<file path="src/rtl/pep_ldg_axi_rd_arb.sv">
// Shares one AXI4 read master between REQ_NB load-GLWE requesters: round-robin AR grant,
// an order FIFO of granted requester indices routes in-order R beats back to their owner.
module pep_ldg_axi_rd_arb #(
   parameter int REQ_NB       = 2,
   parameter int OUTSTD_DEPTH = 8,
   parameter int AXI4_ID_W    = 4,
   parameter int AXI4_ADD_W   = 32,
   parameter int AXI4_DATA_W  = 64
) (
   input  logic                                   clk,
   input  logic                                   s_rst,
   input  logic [REQ_NB-1:0][AXI4_ID_W-1:0]       s_axi4_arid,
   input  logic [REQ_NB-1:0][AXI4_ADD_W-1:0]      s_axi4_araddr,
   input  logic [REQ_NB-1:0][7:0]                 s_axi4_arlen,
   input  logic [REQ_NB-1:0][2:0]                 s_axi4_arsize,
   input  logic [REQ_NB-1:0][1:0]                 s_axi4_arburst,
   input  logic [REQ_NB-1:0]                      s_axi4_arvalid,
   output logic [REQ_NB-1:0]                      s_axi4_arready,
   output logic [REQ_NB-1:0][AXI4_ID_W-1:0]       s_axi4_rid,
   output logic [REQ_NB-1:0][AXI4_DATA_W-1:0]     s_axi4_rdata,
   output logic [REQ_NB-1:0][1:0]                 s_axi4_rresp,
   output logic [REQ_NB-1:0]                      s_axi4_rlast,
   output logic [REQ_NB-1:0]                      s_axi4_rvalid,
   input  logic [REQ_NB-1:0]                      s_axi4_rready,
   output logic [AXI4_ID_W-1:0]                   m_axi4_arid,
   output logic [AXI4_ADD_W-1:0]                  m_axi4_araddr,
   output logic [7:0]                             m_axi4_arlen,
   output logic [2:0]                             m_axi4_arsize,
   output logic [1:0]                             m_axi4_arburst,
   output logic                                   m_axi4_arvalid,
   input  logic                                   m_axi4_arready,
   input  logic [AXI4_ID_W-1:0]                   m_axi4_rid,
   input  logic [AXI4_DATA_W-1:0]                 m_axi4_rdata,
   input  logic [1:0]                             m_axi4_rresp,
   input  logic                                   m_axi4_rlast,
   input  logic                                   m_axi4_rvalid,
   output logic                                   m_axi4_rready,
   output logic [$clog2(OUTSTD_DEPTH+1)-1:0]      outstd_cnt,
   output logic                                   error
);
   localparam int IDX_W = (REQ_NB > 1) ? $clog2(REQ_NB) : 1;
   localparam int PTR_W = $clog2(OUTSTD_DEPTH);
   localparam int CNT_W = $clog2(OUTSTD_DEPTH+1);

   logic [IDX_W-1:0]      r_rr_ptr;
   logic                  r_ar_vld;
   logic [AXI4_ADD_W-1:0] r_araddr;
   logic [7:0]            r_arlen;
   logic [2:0]            r_arsize;
   logic [1:0]            r_arburst;
   logic [IDX_W-1:0]      r_fifo_mem [OUTSTD_DEPTH];
   logic [PTR_W-1:0]      r_wr_ptr;
   logic [PTR_W-1:0]      r_rd_ptr;
   logic [CNT_W-1:0]      r_cnt;
   logic                  r_error;

   logic                  w_gnt_vld;
   logic [IDX_W-1:0]      w_gnt_idx;
   logic                  w_fifo_full;
   logic                  w_fifo_empty;
   logic                  w_ar_take;
   logic                  w_r_accept;
   logic                  w_pop;
   logic [IDX_W-1:0]      w_head;
   logic                  w_unused;

   // Rotating priority: scan from highest offset down so the closest valid to r_rr_ptr wins.
   always_comb begin
      int j;
      w_gnt_vld = 1'b0;
      w_gnt_idx = '0;
      j         = 0;
      for (int i = REQ_NB-1; i >= 0; i--) begin
         j = int'(r_rr_ptr) + i;
         if (j >= REQ_NB) j = j - REQ_NB;
         if (s_axi4_arvalid[IDX_W'(j)]) begin
            w_gnt_vld = 1'b1;
            w_gnt_idx = IDX_W'(j);
         end
      end
   end

   assign w_fifo_full  = (r_cnt == CNT_W'(OUTSTD_DEPTH));
   assign w_fifo_empty = (r_cnt == '0);
   // A same-cycle pop deliberately does not open a slot for this cycle's grant.
   assign w_ar_take    = w_gnt_vld & ~w_fifo_full & (~r_ar_vld | m_axi4_arready);

   always_comb begin
      s_axi4_arready = '0;
      if (w_ar_take) s_axi4_arready[w_gnt_idx] = 1'b1;
   end

   always_ff @(posedge clk) begin
      if (s_rst) begin
         r_ar_vld  <= 1'b0;
         r_rr_ptr  <= '0;
         r_araddr  <= '0;
         r_arlen   <= '0;
         r_arsize  <= '0;
         r_arburst <= '0;
      end else if (w_ar_take) begin
         r_ar_vld  <= 1'b1;
         r_araddr  <= s_axi4_araddr[w_gnt_idx];
         r_arlen   <= s_axi4_arlen[w_gnt_idx];
         r_arsize  <= s_axi4_arsize[w_gnt_idx];
         r_arburst <= s_axi4_arburst[w_gnt_idx];
         r_rr_ptr  <= (w_gnt_idx == IDX_W'(REQ_NB-1)) ? '0 : w_gnt_idx + IDX_W'(1);
      end else if (m_axi4_arready) begin
         r_ar_vld  <= 1'b0;
      end
   end

   // Single ID on the master keeps R beats in AR issue order, which the order FIFO relies on.
   assign m_axi4_arid    = '0;
   assign m_axi4_araddr  = r_araddr;
   assign m_axi4_arlen   = r_arlen;
   assign m_axi4_arsize  = r_arsize;
   assign m_axi4_arburst = r_arburst;
   assign m_axi4_arvalid = r_ar_vld;

   always_ff @(posedge clk) begin
      if (w_ar_take) r_fifo_mem[r_wr_ptr] <= w_gnt_idx;
   end

   assign w_head        = r_fifo_mem[r_rd_ptr];
   assign m_axi4_rready = ~w_fifo_empty & s_axi4_rready[w_head];
   assign w_r_accept    = m_axi4_rvalid & m_axi4_rready;
   assign w_pop         = w_r_accept & m_axi4_rlast;

   always_ff @(posedge clk) begin
      if (s_rst) begin
         r_wr_ptr <= '0;
         r_rd_ptr <= '0;
         r_cnt    <= '0;
         r_error  <= 1'b0;
      end else begin
         if (w_ar_take) r_wr_ptr <= r_wr_ptr + PTR_W'(1);
         if (w_pop)     r_rd_ptr <= r_rd_ptr + PTR_W'(1);
         case ({w_ar_take, w_pop})
            2'b10:   r_cnt <= r_cnt + CNT_W'(1);
            2'b01:   r_cnt <= r_cnt - CNT_W'(1);
            default: r_cnt <= r_cnt;
         endcase
         if ((m_axi4_rvalid & w_fifo_empty) | (w_r_accept & (m_axi4_rresp != 2'b00)))
            r_error <= 1'b1;
      end
   end

   always_comb begin
      s_axi4_rvalid = '0;
      if (!w_fifo_empty) s_axi4_rvalid[w_head] = m_axi4_rvalid;
   end

   for (genvar gi = 0; gi < REQ_NB; gi++) begin : g_r_bcast
      assign s_axi4_rid[gi]   = '0;
      assign s_axi4_rdata[gi] = m_axi4_rdata;
      assign s_axi4_rresp[gi] = m_axi4_rresp;
      assign s_axi4_rlast[gi] = m_axi4_rlast;
   end

   assign outstd_cnt = r_cnt;
   assign error      = r_error;
   assign w_unused   = ^{s_axi4_arid, m_axi4_rid};
endmodule

</file>
<file path="config.mk">
export PLATFORM = sky130hd
export DESIGN_NAME = pep_ldg_axi_rd_arb
export DESIGN_NICKNAME = d
export VERILOG_FILES = /design/src/rtl/pep_ldg_axi_rd_arb.sv
export SDC_FILE = /design/constraint.sdc
export NUM_CORES = 1
export LEC_CHECK = 0
export BUFFER_PORTS_ARGS = -buffer_cell sky130_fd_sc_hd__buf_2
export CAP_MARGIN = 15
export CORE_AREA = 2 2 148 150
export DETAILED_ROUTE_END_ITERATION = 7
export DIE_AREA = 0 0 150 152
export PLACE_DENSITY = 0.44
export SYNTH_ARGS = -nofsm -noshare
export SYNTH_HDL_FRONTEND = slang
export SYNTH_SLANG_ARGS = --single-unit
</file>
<file path="constraint.sdc">
create_clock -name clk -period 5.3 [get_ports clk]
set_input_delay 1.06 -clock clk [delete_from_list [all_inputs] [get_ports clk]]
set_output_delay 1.06 -clock clk [all_outputs]
set_load 0.1 [all_outputs]
</file>
==> run_results.csv, run 1 <==
group,metric,value,unit
final_layout,syn_to_final_growth,6.87,%
synth,synth_cell_type_count,36,
cts,cts_tree,"built",
detailed_routing,drt-initial-drc-count,78,
floorplanning,core,21400,um2
final_layout,fin_nets,651,
synth,synth_warnings,0,
synth,synth_ff_type,"dfxtp_1",
synth,ys_seq_area_share,34.6,%
detailed_routing,wirelength,9240,um
detailed_routing,detail-route-antenna-nets,0,
power_and_ir_drop,p_leak,0.00199,uW
synth,yosys.area_share.adder,1.48,%
timing,period_share,69.3,%
synth,syn-instance-count,456,
synth,async_flop_share,0,%
timing,finClkSkew,0.00630,ns
cts,insertion_delay,0.33,ns
cts,clk_path_buf_depth,2,
cts,clk_pin_slew,0.06,ns
global_route,grt-ovfl-total,0,
synth,synth_xor_area_share,1.66,%
status,status,"finished clean",
synth,synth_edf_count,8,
detailed_routing,drc_errors,0,
run,maxCapViolations,0,
timing,slew_headroom,43.1,%
cts,numCtsBuffers,9,
global_route,grt_pass1_vias,2689,
power_and_ir_drop,irDropWorstVdd,0.132,mV
final_layout,antennaDiodeCount,0,
critical_path,cp_data_required_time,4.24,ns
critical_path,worstPathMaxFanout,45,
timing,max_slew.worst_pin.slew,0.853,ns
placement,dpl.hpwl,6710,um
timing,fin_tns_setup,0,ns
power_and_ir_drop,power_density,408,nW/um2
cts,root_buffer,"clkbuf_16",
placement,dpl_worst_slack,1.58,ns
floorplanning,rows,54,
floorplanning,dieArea,22800,um2
final_layout,multi_input_area,1570,um2
synth,netlist_area,4230,um2
timing,rsz0062_at_grt,"false",
critical_path,worstSetupStartpointType,"input pin",
floorplanning,die_width,150,um
cts,htree_levels,3,
final_layout,nFillCells,2372,
synth,synthSimpleGateAreaFrac,9.71,%
timing,setup_ws,1.62,ns
placement,gp_congestion,0.668,
timing,fin_hold_ws,0.493,ns
floorplanning,fp.dieH,152,um
detailed_routing,vias_per_cell,3.79,
timing,fmax,272,MHz
final_layout,regArea,1470,um2
final_layout,drive_gt1_share,38.2,%
cts,cts_hold_buf,0,
synth,synth_top_family_by_area,"buffers and inverters",
floorplanning,ioPinCount,379,
timing,fin_crit,3.68,ns
detailed_routing,first_pass_iters,4,
cts,clock_sinks,69,
synth,synth_compound_area_share,9.77,%
final_layout,mostFrequentLayoutCell,"buf_2",
critical_path,crit_type,"input pin to output pin",
final_layout,layout_common_cells,"buf_2 (161), nor2_1 (60), dfxtp_1 (60)",
synth,ys_ff_latch,69,
global_route,antenna_found_initial,0,
global_route,grt.total_usage,8.19,%
cts,cts_setup_buffers,0,
cts,ctsResizeCount,0,
critical_path,end_kind,"output pin",
timing,hold_violations,0,
synth,synthMuxAreaShare,13.4,%
placement,port_buffers,161,
synth,syn_area_per_cell,9.27,um2
min_path,hold_class,"flip-flop to flip-flop",
critical_path,worstPathArrival,2.62,ns
detailed_routing,route.vias.total,2856,
global_route,grt_pass1_wl,14300,um
global_route,grt_start_max_net_pins,54,
timing,setup_viol,0,
floorplanning,start_util,19.8,%
detailed_routing,wl_per_cell,12.2,um
timing,finalMaxSlewViolations,0,
==> critical path: stages <==
cell,delay [ns]
buf_2,0.07
nand2b_1,0.11
and3_4,0.50
inv_1,0.26
nor2_1,0.15
buf_2,0.45
==> final timing paths <==
check                                        from                 to  slack, ns  cells past startpoint
worst min register to register  m_axi4_araddr[11]  m_axi4_araddr[11]       0.49                      2
worst max-delay path               m_axi4_arready  s_axi4_arready[0]       1.62                      6
worst max register to register          flip-flop      outstd_cnt[2]       2.10                     10
worst min-delay path            m_axi4_araddr[11]  m_axi4_araddr[11]       0.49                      2
==> power by group <==
group          leakage [uW]  switching, uW  total [uW]  internal, uW
Combinational       0.00126            457         587           130
Sequential         0.000579           49.5         621           572
Clock              0.000151            229         636           407
==> metal layers <==
layer	share of wire, %	vias up	GRT usage, %	routed length [um]
met2	46	169	12.8	4290
li1	-	1425	-	-
met4	4.0	0	5.57	366
met1	41	1224	9.31	3790
met5	0	-	0	0
met3	8.5	38	2.88	785
==> cell type report <==
type,instances,share of cell area (%)
multi-input combinational,225,34.8
sequential,69,32.4
timing repair buffer,163,18.2
tap,280,7.75
clock buffer,10,5.07
clock inverter,6,1.72
inverter,1,0.0831
==> per-stage QoR <==
stage                     area, um2  instances  util, %  power [uW]
after floorplan                4270        467        -        1580
after global placement         4210        738     19.7        1230
after detailed placement       4210        738     19.7        1230
after CTS                      4520        754     21.2        1890
after global routing           4520        754     21.2        1940
final                          4520        754     21.2        1840
==> cells by family after synthesis <==
kind of cell / Yosys count
xor+xnor: 8
mux: 52
other cells: 1
buf+inv: 173
simple gates: 90
fa+ha+maj: 5
flops: 69
compound gates: 58
==> sequential cells by signal, indices dropped and copies added (netlist names), named ones only <==
| name | count |
|---|---|
| r_fifo_mem | 8 |
| r_rr_ptr | 1 |
| outstd_cnt | 4 |
| m_axi4_arburst | 2 |
| m_axi4_arvalid | 1 |
| m_axi4_arlen | 8 |
| m_axi4_arsize | 3 |
| m_axi4_araddr | 32 |
| error | 1 |
| r_rd_ptr | 3 |
| r_wr_ptr | 3 |
==> synthesized netlist by cell type (all sizes together), types with 4 or more instances <==
cell,instances,area [um2]
a211oi,45,338
xnor2,4,35.0
buf,158,1180
ha,5,62.6
xor2,4,35.0
mux2i,50,513
dfxtp,61,1220
nand2,6,22.5
clkbuf,14,52.6
a21oi,8,40.0
edfxtp,8,240
nor2,60,225
No activity file was read; power rests on OpenSTA's default activity.
==> run 2: changes to the inputs <==
- CORE_AREA: 2 2 148 150 -> 2 2 145 147
- DIE_AREA: 0 0 150 152 -> 0 0 147 149
- PLACE_DENSITY: 0.44 -> 0.46
- clock period: 5.3 -> 3.7 ns (I/O delays scaled with it)
==> run 2 against run 1 <==
Sequential share of layout area is 0.29 points lower; routed wire length down 2.2%; final area increased by 0.91%; total power rose by 45%; flip-flop and latch count stayed put; die area shrank 3.9%; critical path type is now flip-flop to output pin.
==> run_results.csv, run 2 (synthesis gave the netlist of run 1 again) <==
group,metric,value,unit
global_route,grt_start_max_net_pins,96,
min_path,whs_path_depth,2,
timing,slew_headroom,36.9,%
floorplanning,ioPinCount,379,
critical_path,worstSetupStartpointType,"flip-flop",
detailed_routing,wl_per_cell,12.0,um
final_layout,largest_reg_flops,32,
critical_path,worstPathCellList,"mux4_1 > mux2i_4 > mux2i_1 > nor2_1 > buf_2",
timing,fin_hold_ws,0.494,ns
final_layout,antennaDiodeCount,0,
cts,clock_sinks,69,
cts,clk_path_buf_depth,2,
final_layout,fin_nets,654,
status,status,"finished clean",
cts,root_buffer,"clkbuf_16",
cts,cts_tree,"built",
critical_path,worstSetupPathDepth,5,
global_route,grt_pass1_wl,13800,um
critical_path,crit_type,"flip-flop to output pin",
power_and_ir_drop,p_seq_share,32.2,%
floorplanning,start_util,20.6,%
timing,fmax,344,MHz
power_and_ir_drop,p_leak,0.00201,uW
timing,fin_tns_setup,0,ns
timing,finClkSkew,0.00761,ns
final_layout,stdcell_count,752,
timing,setup_viol,0,
final_layout,multi_input_area,1570,um2
cts,cts_setup_buffers,0,
final_layout,mostFrequentLayoutCell,"buf_2",
critical_path,cp_slowest_cell,"mux4_1",
power_and_ir_drop,power_density,589,nW/um2
timing,setup_ws,0.795,ns
cts,cts_hold_buf,0,
timing,rsz0062_at_grt,"false",
timing,period_share,78.5,%
min_path,hold_class,"flip-flop to flip-flop",
critical_path,max_stage_delay,0.60,ns
final_layout,regArea,1470,um2
floorplanning,fp.dieH,149,um
power_and_ir_drop,comb_power_share,32.5,%
final_layout,nFillCells,2270,
detailed_routing,drc_errors,0,
detailed_routing,wirelength,9040,um
critical_path,worstPathMaxFanout,4,
cts,insertion_delay,0.34,ns
placement,post-place-cells,736,
power_and_ir_drop,irDropWorstVdd,0.205,mV
power_and_ir_drop,pwr-share-clk,35.3,%
final_layout,syn_to_final_growth,7.84,%
power_and_ir_drop,internal-power,1610,uW
placement,dpl.hpwl,6490,um
cts,htree_levels,3,
global_route,grt-ovfl-total,0,
timing,finalMaxSlewViolations,0,
critical_path,end_kind,"output pin",
placement,port_buffers,161,
global_route,antenna_found_initial,0,
cts,numCtsBuffers,9,
critical_path,worstPathArrival,2.17,ns
detailed_routing,drt-initial-drc-count,81,
critical_path,rr_worst_depth,11,
floorplanning,rows,53,
detailed_routing,vias_per_cell,3.79,
power_and_ir_drop,swShare,40.0,%
floorplanning,dieArea,21900,um2
global_route,grt.total_usage,8.23,%
power_and_ir_drop,switchingPower,1070,uW
critical_path,cp_num_buf_inv,1,
detailed_routing,first_pass_iters,4,
detailed_routing,detail-route-antenna-nets,0,
detailed_routing,route.vias.total,2849,
floorplanning,core,20600,um2
final_layout,layout_common_cells,"buf_2 (161), dfxtp_1 (60), nor2_1 (59)",
cts,ctsResizeCount,0,
global_route,grt_pass1_vias,2606,
critical_path,critPathTopFamily,"multiplexers",
final_layout,drive_gt1_share,39.4,%
timing,fin_crit,2.91,ns
placement,gp_congestion,0.641,
floorplanning,die_width,147,um
run,maxCapViolations,0,
timing,hold_violations,0,
cts,clk_pin_slew,0.06,ns
placement,dpl_worst_slack,0.836,ns
timing,max_slew.worst_pin.slew,0.947,ns
critical_path,cp_data_required_time,2.96,ns
==> run 2: final timing paths <==
kind / slack, ns / end / from
worst min register to register: 0.49 / m_axi4_araddr[19] / m_axi4_araddr[19]
worst min-delay path: 0.49 / m_axi4_araddr[19] / m_axi4_araddr[19]
worst max register to register: 0.84 / outstd_cnt[2] / flip-flop
worst max-delay path: 0.79 / m_axi4_rready / flip-flop
==> run 2: power groups by stage <==
stage | Combinational, uW | Sequential, uW | Clock, uW
3_3_place_gp | 883 | 879 | 0
5_1_grt | 925 | 873 | 1020
6_report | 874 | 863 | 947
2_1_floorplan | 1020 | 1250 | 0
3_5_place_dp | 884 | 879 | 0
4_1_cts | 885 | 864 | 993
==> run 2: through the flow <==
step           instance area, um2  utilization [%]  power [uW]
2_1_floorplan                4270                -        2270
3_3_place_gp                 4230             20.6        1760
3_5_place_dp                 4230             20.6        1760
4_1_cts                      4560             22.2        2740
5_1_grt                      4560             22.2        2810
6_report                     4560             22.2        2680
==> run 2: cell type report <==
| type | count | share of cell area, % |
|---|---|---|
| Inverter | 1 | 0.0823 |
| Clock buffer | 12 | 6.09 |
| Sequential cell | 69 | 32.1 |
| Multi-Input combinational cell | 225 | 34.5 |
| Clock inverter | 4 | 1.13 |
| Tap cell | 275 | 7.55 |
| Timing Repair Buffer | 166 | 18.5 |
==> run 2: tightest hold or removal path, stage by stage, from the launching register on <==
cell	delay, ns
dfxtp_1	0.30
nor2_1	0.09
a211oi_1	0.05
==> run 2: routing by layer <==
metal | global-route usage [%] | vias to the layer above | routed length [um]
met5 | 0 | - | 0
met4 | 4.13 | 0 | 236
met3 | 4.19 | 25 | 948
met2 | 13.8 | 164 | 4310
met1 | 8.56 | 1227 | 3540
li1 | - | 1433 | -
==> run 3: changes to the inputs <==
- ABC_AREA: unset -> 1
- CORE_AREA: 2 2 145 147 -> 2 2 149 151
- DIE_AREA: 0 0 147 149 -> 0 0 151 153
- PLACE_DENSITY: 0.46 -> 0.43
- clock period: 3.7 -> 2.7 ns (I/O delays scaled with it)
==> run 3 against run 2 <==
Via count rose by 13%; clock-buffer cell count fell by 3; critical endpoint is now s_axi4_rvalid[0]; clock power rose by 29%; worst setup slack got worse by 0.58 ns; flip-flop and latch count did not move; non-clock buffer count did not move; critical path type unchanged; first-iteration DRC count rose by 15%; synthesized cell count rose by 20%; hold slack got worse by 0.039 ns.
==> run_results.csv, run 3 <==
group,metric,value,unit
critical_path,end_kind,"output pin",
min_path,whs_path_depth,3,
synth,syn_area_per_cell,7.67,um2
cts,cts_tree,"built",
critical_path,worstSetupPathDepth,7,
synth,yosys-top-cells-area,"dfxtp_1 (29%), buf_4 (27%), nand2_1 (14%)",
detailed_routing,route.vias.total,3231,
detailed_routing,met3_length,1230,um
cts,insertion_delay,0.34,ns
synth,ys_ff_latch,69,
critical_path,worstPathCellList,"nor2_2 > nand3_1 > inv_1 > nor2_1 > inv_1 > a21oi_4 > clkbuf_4",
power_and_ir_drop,comb_power_share,32.2,%
status,status,"finished clean",
cts,clk_pin_slew,0.06,ns
power_and_ir_drop,switchingPower,1480,uW
timing,fin_crit,2.48,ns
critical_path,max_stage_delay,0.40,ns
detailed_routing,vias_per_cell,3.79,
power_and_ir_drop,irDropWorstVdd,0.352,mV
detailed_routing,detail-route-antenna-nets,0,
cts,numCtsBuffers,9,
placement,gp_congestion,0.688,
final_layout,layout_common_cells,"nand2_1 (158), buf_2 (157), dfxtp_1 (55)",
synth,synth_top_family_by_area,"buffers and inverters",
global_route,grt.total_usage,9.66,%
final_layout,antennaDiodeCount,0,
timing,setup_viol,0,
timing,fmax,403,MHz
synth,synth_ff_type,"dfxtp_1",
placement,port_buffers,161,
timing,finalMaxSlewViolations,0,
cts,cts_hold_buf,0,
synth,synth.most_common_cell,"nand2_1",
synth,yosys.area_share.adder,1.50,%
detailed_routing,wl_per_cell,12.8,um
min_path,hold_class,"input pin to flip-flop",
timing,max_slew.worst_pin.slew,0.541,ns
timing,fin_tns_setup,0,ns
detailed_routing,drt-initial-drc-count,93,
final_layout,fin_nets,749,
timing,period_share,91.9,%
final_layout,largest_reg_flops,32,
floorplanning,core,21500,um2
power_and_ir_drop,p_leak,0.00208,uW
synth,syn-instance-count,545,
synth,netlist_area,4180,um2
synth,synth_cell_type_count,27,
floorplanning,start_util,19.5,%
timing,hold_violations,0,
floorplanning,dieArea,23100,um2
synth,synth_warnings,0,
placement,dpl.hpwl,7710,um
critical_path,critPathTopFamily,"buffers and inverters",
final_layout,syn_to_final_growth,8.59,%
cts,clock_sinks,69,
critical_path,worstSetupStartpointType,"flip-flop",
detailed_routing,wirelength,10900,um
power_and_ir_drop,p_seq_share,33.2,%
floorplanning,fp.dieH,153,um
final_layout,mostFrequentLayoutCell,"nand2_1",
synth,synth_edf_count,8,
timing,slew_headroom,63.9,%
floorplanning,rows,54,
synth,synthSimpleGateAreaFrac,20.3,%
synth,synth.top_cell.area_share,29.2,%
synth,synth_compound_area_share,9.48,%
critical_path,rr_worst_depth,18,
global_route,grt_pass1_vias,3257,
timing,rsz0062_at_grt,"false",
timing,fin_hold_ws,0.455,ns
critical_path,crit_type,"flip-flop to output pin",
synth,synthMuxAreaShare,0,%
detailed_routing,dr.max_layer_used,"met4",
detailed_routing,wl_met2,4730,um
synth,ys_seq_area_share,34.9,%
global_route,antenna_found_initial,0,
cts,htree_levels,3,
power_and_ir_drop,power_density,778,nW/um2
critical_path,cp_slowest_cell,"dfxtp_2",
critical_path,worstPathArrival,1.94,ns
power_and_ir_drop,swShare,41.8,%
synth,yosys.area.top_type,"dfxtp_1",
power_and_ir_drop,internal-power,2050,uW
critical_path,cpMostUsedCell,"inv_1",
cts,cts_setup_buffers,0,
critical_path,cp_data_required_time,2.16,ns
run,maxCapViolations,0,
floorplanning,die_width,151,um
cts,clk_path_buf_depth,2,
global_route,grt_pass1_wl,17200,um
detailed_routing,first_pass_iters,4,
power_and_ir_drop,pwr-share-clk,34.6,%
critical_path,worstPathMaxFanout,7,
timing,finClkSkew,0.00765,ns
global_route,grt-ovfl-total,0,
final_layout,drive_gt1_share,35.3,%
synth,async_flop_share,0,%
synth,synth_commonest_cells,"nand2_1 (159), buf_4 (151), dfxtp_1 (61)",
floorplanning,ioPinCount,379,
detailed_routing,drc_errors,0,
power_and_ir_drop,p_total,3530,uW
critical_path,cp_num_buf_inv,3,
global_route,grt_start_max_net_pins,58,
synth,synth_xor_area_share,0.628,%
cts,root_buffer,"clkbuf_16",
detailed_routing,wl_met1,4370,um
[run 3: cell types whose count changed after synthesis, sizes merged, moves of 8 or more]
cell	change
a211oi	-45
a31oi	+45
clkbuf	-8
inv	+32
mux2i	-50
nand2	+154
nand3	+11
nor2	-38
[run 3: kinds of logic after synthesis]
group | after synthesis
buffers and inverters | 199
flip-flops | 69
other | 1
XOR/XNOR | 3
AO/OA/AOI/OAI | 67
AND/OR/NAND/NOR | 201
adder cells (fa/ha/maj) | 5
[run 3: what timing repair did]
action                                 CTS  global route
setup endpoints to repair                0             4
resized for setup                        0             5
endpoints found under the hold margin    0             0
[run 3: power by group through the flow]
stage | Clock, uW | Combinational (uW) | Sequential [uW]
3_5_place_dp | 0 | 1150 | 1190
4_1_cts | 1280 | 1150 | 1170
2_1_floorplan | 0 | 1360 | 1660
6_report | 1220 | 1140 | 1170
5_1_grt | 1330 | 1210 | 1180
3_3_place_gp | 0 | 1150 | 1190
[run 3: path summary, 6_finish.rpt]
check | start | to | slack (ns)
max | outstd_cnt[0] | s_axi4_rvalid[0] | 0.22
min | s_axi4_araddr[55] | m_axi4_araddr[23] | 0.45
max reg2reg | r_fifo_mem[7] | outstd_cnt[2] | 0.27
min reg2reg | m_axi4_arlen[7] | m_axi4_arlen[7] | 0.49
[run 3: area by class of cell]
cell class | count | area [um2]
inverters | 33 | 124
flip-flops and latches | 69 | 1470
well taps | 280 | 350
clock buffers | 9 | 225
clock inverters | 7 | 73.8
repair buffers | 166 | 891
fillers | 2444 | 16900
multi-input cells | 288 | 1410
[run 3: worst reg2reg max path: stages, from the launching register on]
cell	delay [ns]
edfxtp_1	0.36
inv_1	0.06
nand2_1	0.05
nand3_1	0.08
nand3_1	0.17
nand2_2	0.14
nand2_1	0.10
nand2_2	0.11
nand3_2	0.10
inv_1	0.11
ha_1	0.22
nand2_1	0.09
inv_1	0.07
nor2_2	0.05
ha_1	0.17
a21oi_1	0.14
xor2_1	0.09
o21ai_0	0.15
inv_1	0.06
[run 3: metrics by stage]
step                instance area [um2]  worst slack (ns)  util, %  instances
finish                             4540             0.218     21.1        852
global route                       4540            0.0231     21.1        852
CTS                                4530            0.0660     21.1        852
detailed placement                 4230             0.175     19.7        836
global placement                   4230             0.189     19.7        836
floorplan                          4250             0.122        -        556
[run 3: layer usage]
metal	vias to the layer above	global-route usage (%)
met5	-	0
met4	0	6.14
met3	54	5.10
met2	164	14.8
met1	1385	10.3
li1	1628	-
